[src/rtl/sc_matmul_engine.sv]
// Stochastic-computing matrix multiplier: output(m,o) ~ sum over ramp cycles of x(m,k)>r AND w(o,k)>bitrev(r).
// Optional `SC_MM_ABORT_EN adds an abort input that cancels RUN/DONE back to IDLE.
module sc_matmul_engine #(
  parameter int BATCH_SIZE        = 4,
  parameter int INPUT_FEATURES    = 4,
  parameter int OUTPUT_FEATURES   = 4,
  parameter int BINARY_PRECISION  = 8,
  parameter int STOCHASTIC_CYCLES = 1
) (
  input  logic                                                 clk,
  input  logic                                                 rst,
  input  logic                                                 start,
`ifdef SC_MM_ABORT_EN
  input  logic                                                 abort,
`endif
  input  logic [BINARY_PRECISION*BATCH_SIZE*INPUT_FEATURES-1:0]  input_matrix,
  input  logic [BINARY_PRECISION*OUTPUT_FEATURES*INPUT_FEATURES-1:0] weight_matrix,
  input  logic                                                 outputReady,
  output logic                                                 busy,
  output logic [BINARY_PRECISION*BATCH_SIZE*OUTPUT_FEATURES-1:0] output_matrix,
  output logic                                                 outputWrEn
);
  localparam int M    = BATCH_SIZE;
  localparam int N    = INPUT_FEATURES;
  localparam int O    = OUTPUT_FEATURES;
  localparam int P    = BINARY_PRECISION;
  localparam int LOGN = $clog2(N);
  localparam int LOGS = $clog2(STOCHASTIC_CYCLES);
  localparam int CW   = P + LOGS;
  localparam int AW   = P + LOGS + 1;

  typedef enum logic [1:0] {IDLE, RUN, DONE} state_t;

  state_t              state_q, state_d;
  logic [CW-1:0]       c_q, c_d;
  logic [P*M*N-1:0]    x_q, x_d;
  logic [P*O*N-1:0]    w_q, w_d;
  logic [P*M*O-1:0]    out_q, out_d;
  logic [AW-1:0]       acc_q [M][O];
  logic [AW-1:0]       acc_d [M][O];

  logic [P-1:0]        r, r_rev;
  logic [LOGN-1:0]     k;
  logic [AW-1:0]       quot;

  always_comb begin
    state_d = state_q;
    c_d     = c_q;
    x_d     = x_q;
    w_d     = w_q;
    out_d   = out_q;
    acc_d   = acc_q;
    quot    = '0;
    r       = c_q[P-1:0];
    k       = c_q[LOGN-1:0];
    for (int unsigned i = 0; i < P; i++) r_rev[i] = r[P-1-i];

    case (state_q)
      IDLE: begin
        if (start) begin
          x_d     = input_matrix;
          w_d     = weight_matrix;
          c_d     = '0;
          for (int unsigned m = 0; m < M; m++)
            for (int unsigned o = 0; o < O; o++) acc_d[m][o] = '0;
          state_d = RUN;
        end
      end
      RUN: begin
        c_d = c_q + CW'(1);
        for (int unsigned m = 0; m < M; m++)
          for (int unsigned o = 0; o < O; o++)
            if ((x_q[(m*N+k)*P +: P] > r) && (w_q[(o*N+k)*P +: P] > r_rev))
              acc_d[m][o] = acc_q[m][o] + AW'(1);
        if (c_q == '1) begin
          state_d = DONE;
          // Result is taken from acc_d so the final cycle's bit is counted.
          for (int unsigned m = 0; m < M; m++)
            for (int unsigned o = 0; o < O; o++) begin
              quot = acc_d[m][o] >> LOGS;
              out_d[(m*O+o)*P +: P] = (quot[AW-1:P] != '0) ? '1 : quot[P-1:0];
            end
        end
      end
      DONE: begin
        if (outputReady) state_d = IDLE;
      end
      default: state_d = IDLE;
    endcase

`ifdef SC_MM_ABORT_EN
    if (abort && (state_q != IDLE)) begin
      state_d = IDLE;
      out_d   = out_q;
    end
`endif
  end

  always_ff @(posedge clk or posedge rst) begin
    if (rst) begin
      state_q <= IDLE;
      c_q     <= '0;
      x_q     <= '0;
      w_q     <= '0;
      out_q   <= '0;
      for (int unsigned m = 0; m < M; m++)
        for (int unsigned o = 0; o < O; o++) acc_q[m][o] <= '0;
    end else begin
      state_q <= state_d;
      c_q     <= c_d;
      x_q     <= x_d;
      w_q     <= w_d;
      out_q   <= out_d;
      acc_q   <= acc_d;
    end
  end

  assign busy          = (state_q != IDLE);
  assign outputWrEn    = (state_q == DONE);
  assign output_matrix = out_q;
endmodule

[config.mk]
export PLATFORM = sky130hd
export DESIGN_NAME = sc_matmul_engine
export DESIGN_NICKNAME = d
export VERILOG_FILES = /design/src/rtl/sc_matmul_engine.sv
export SDC_FILE = /design/constraint.sdc
export NUM_CORES = 2
export LEC_CHECK = 0
export BUFFER_PORTS_ARGS = -buffer_cell sky130_fd_sc_hd__buf_2
export CAP_MARGIN = 15
export CORE_MARGIN = 3
export CORE_UTILIZATION = 63
export DETAILED_ROUTE_END_ITERATION = 8
export PLACE_DENSITY = 0.94
export SYNTH_ARGS = -nofsm -noshare
export SYNTH_HDL_FRONTEND = slang
export SYNTH_SLANG_ARGS = --single-unit
[constraint.sdc]
create_clock -name clk -period 26 [get_ports clk]
set_input_delay 2.6 -clock clk [delete_from_list [all_inputs] [get_ports clk]]
set_output_delay 2.6 -clock clk [all_outputs]
set_load 0.02 [all_outputs]
==> metrics.cfg <==
[run_status]
status=finished, final reports clean

[global_routing]
antenna_found_initial=4
grt_pass1_wl_um=124000
gr-total-overflow=0
grt_pass1_vias=23500
grt_usage_pct=33.5
grt_max_degree=239

[clocking]
cts_max_path_buffers=3
clock_latency_ns=0.61
ctsHoldBuffers=0
cts_setup_buffers=0
cts_buffers=54
cts.repair.resized=0
cts_tree=built
cts.clk_slew.worst_paths_ns=0.07
cts_sinks=538
root_buffer=clkbuf_16
h-tree-depth=2

[setup_path]
criticalPathCategory=in -> async
worstPathCellList=buf_2 > inv_8 > buf_4 > buf_4 > buf_4
path_common_cell=buf_4
arrival_ns=6.10
setup.worst_path.end_class=async pin
crit_required_ns=26.54
slowest_stage=buf_4
cp-start-kind=primary input
cp_max_fo=142
critPathMaxStageDelay_ns=0.87

[worst_hold_path]
worst_hold_path_type=reg -> reg

[routing]
drtIter0Drc=2516
drc=0
first_pass_iters=6
via_count=23800
wl_um=78600
routedWlPerCell_um=20.5
viasPerCell=6.21
ant_nets=0

[synth]
synth_top_family_by_area=simple AND/OR/NAND/NOR gates
syn_inst=2906
synth_cell_types=67
ys.flop_type=dfrtp_1
ys_ff_latch=538
synth_top_cell_area_share_pct=49.3
synthMuxAreaShare_pct=7.22
synth-simple-area-share_pct=22.1
synth_xor_area_share_pct=3.62
synth_compound_area_share_pct=10.4
synth_edf_count=0
synth_area_um2=27300
ys_seq_area_share_pct=49.3
synth_area_per_cell_um2=9.40
async_flop_share_pct=100
synth_nets=3247
yosysTopAreaCell=dfrtp_1
synthTopCellsByArea=dfrtp_1 49%, nand2_1 12%, mux4_2 5.3%, ha_1 3.7%, xnor2_1 3.3%
yosysWarnings=0
synthAdderAreaFrac_pct=3.71

[floorplan]
core_area_um2=42400
die_h_um=214
rows=75
pin_count=390
die_w_um=214
dieArea_um2=45900
start_util_pct=64.4

[power]
p_leak_nw=15.2
irDropWorstVdd_v=0.000112
seq_power_share_pct=33.8
power.net_switching_w=0.00150
p_sw_share_pct=42.2
combPwrFrac_pct=43.5
p_per_area_nw_per_um2=113
p_int_w=0.00205
pwr-share-clk_pct=22.7
power_w=0.00355

[finish]
fill_cells=2743
nets=3561
postLayoutCellArea_um2=31300
post-route-util_pct=73.8
drive_gt1_share_pct=20.1
syn_to_final_growth_pct=14.6

[sta]
slew_viol_final=0
maxSlewHeadroom_pct=23.2
fmax_mhz=180
whs_ns=0.475
tightest_slew_ns=1.15
fin_tns_setup_ns=0
min_period_over_period_pct=21.4
finClkSkew_ns=0.0253
finalSetupViolCount=0
rsz0062_at_grt=false
period_minus_slack_ns=5.56
hold_viol_final=0

[placed_design]
dp.final_hpwl_um=50700
numPortBuffers=389
dpl_cell_area_um2=29500
gp_congestion=0.838

[flow_run]
cap_violations=0

## power groups by stage
| stage | clock, W | combinational (W) | sequential, W |
|---|---|---|---|
| after floorplan | 0 | 0.00113 | 0.00114 |
| after global placement | 0 | 0.00143 | 0.00118 |
| after detailed placement | 0 | 0.00149 | 0.00120 |
| after CTS | 0.000810 | 0.00152 | 0.00119 |
| after global routing | 0.000841 | 0.00167 | 0.00122 |
| final | 0.000806 | 0.00154 | 0.00120 |
## worst max-delay path: cells and delay by family
family,cells,cell delay [ns]
buffers and inverters,5,3.29
## per-stage QoR
stage	worst slack [ns]	std cells
global route	19.92	3839
finish	20.44	3840
CTS	20.32	3837
detailed placement	19.66	3741
global placement	19.69	3741
floorplan	8.36	2906
## state kept, by name, summed over array words and instances (netlist names)
name	flops
output_matrix	128
w_q	128
state_q	2
c_q	8
x_q	128
acc_q	144
## cell usage after synthesis, types with 6 or more instances
cell	n
nand2_1	872
o22ai_1	9
nor2_1	217
mux2i_4	7
and4_1	7
ha_1	81
xor2_1	9
dfrtp_1	538
a211oi_1	6
or2_2	18
buf_6	16
o21ai_0	131
xnor2_1	104
nor2b_1	9
clkbuf_1	100
nor4_2	11
o31a_1	7
a21o_1	10
inv_1	70
buf_4	6
o31ai_1	9
and2_1	12
a22o_1	36
a21oi_1	160
and3_1	25
nor4_1	15
mux2i_1	31
a32o_1	15
nor3_1	49
mux4_2	64
or4_4	8
or3_1	22
a31oi_1	16
buf_1	10
buf_2	21
nand3_1	76
nand4_1	26
o21a_1	12
## layout make-up
cell class | count | area, um^2 | share of cell area [%]
diodes | 3 | 7.51 | 0.0240
clock inverters | 24 | 288 | 0.919
well taps | 577 | 722 | 2.30
inverters | 70 | 270 | 0.863
flip-flops and latches | 538 | 13500 | 43.0
repair buffers | 411 | 2150 | 6.86
clock buffers | 72 | 1520 | 4.85
multi-input cells | 2145 | 12900 | 41.2
## routing by layer
metal | wire length (um) | GRT usage (%) | vias up
li1 | - | - | 10500
met1 | 29300 | 43.4 | 11500
met2 | 38100 | 55.6 | 1514
met3 | 7310 | 6.26 | 299
met4 | 3820 | 15.1 | 4
met5 | 44 | 0 | -
## cell families after synthesis
family / after synthesis
AND/OR/NAND/NOR: 1391
flip-flops: 538
AO/OA/AOI/OAI: 453
buffers and inverters: 223
XOR/XNOR: 113
multiplexers: 107
adder cells (fa/ha/maj): 81
## worst paths after layout
| kind | cells past startpoint | slack (ns) | start | endpoint |
|---|---|---|---|---|
| max in group clk | 6 | 21.14 | start | w_q[43]$_DFFE_PP0P_ |
| worst max-delay path | 5 | 20.44 | rst | c_q[1]$_DFFE_PP0P_ |
| worst min register to register | 2 | 0.47 | w_q[27]$_DFFE_PP0P_ | w_q[27]$_DFFE_PP0P_ |
| worst min-delay path | 2 | 0.47 | w_q[27]$_DFFE_PP0P_ | w_q[27]$_DFFE_PP0P_ |
| min in group asynchronous | 2 | 2.21 | rst | w_q[11]$_DFFE_PP0P_ |
| worst max register to register | 11 | 21.15 | c_q[0]$_DFFE_PP0P_ | output_matrix[104]$_DFFE_PP0P_ |
## placed cells by master (no fill, tap or decap), drive strengths merged, types with 6 or more instances in the layout
| cell type | instances |
|---|---|
| mux4 | 64 |
| or2 | 20 |
| mux2i | 41 |
| or4 | 12 |
| and4 | 7 |
| nand3 | 76 |
| clkinv | 16 |
| o31ai | 14 |
| clkbuf | 72 |
| nand4 | 27 |
| o31a | 7 |
| a21oi | 163 |
| buf | 411 |
| nor4 | 26 |
| and3 | 26 |
| a32o | 15 |
| o21a | 12 |
| xor2 | 9 |
| dfrtp | 538 |
| a211oi | 6 |
| ha | 81 |
| o22ai | 9 |
| a22o | 36 |
| nor2b | 9 |
| a31oi | 16 |
| bufinv | 6 |
| a21o | 10 |
| or3 | 22 |
| and2 | 12 |
| nor2 | 218 |
| nor3 | 56 |
| nand2 | 873 |
| xnor2 | 104 |
| inv | 71 |
| o21ai | 138 |
Power figures use the tool's default switching activity.
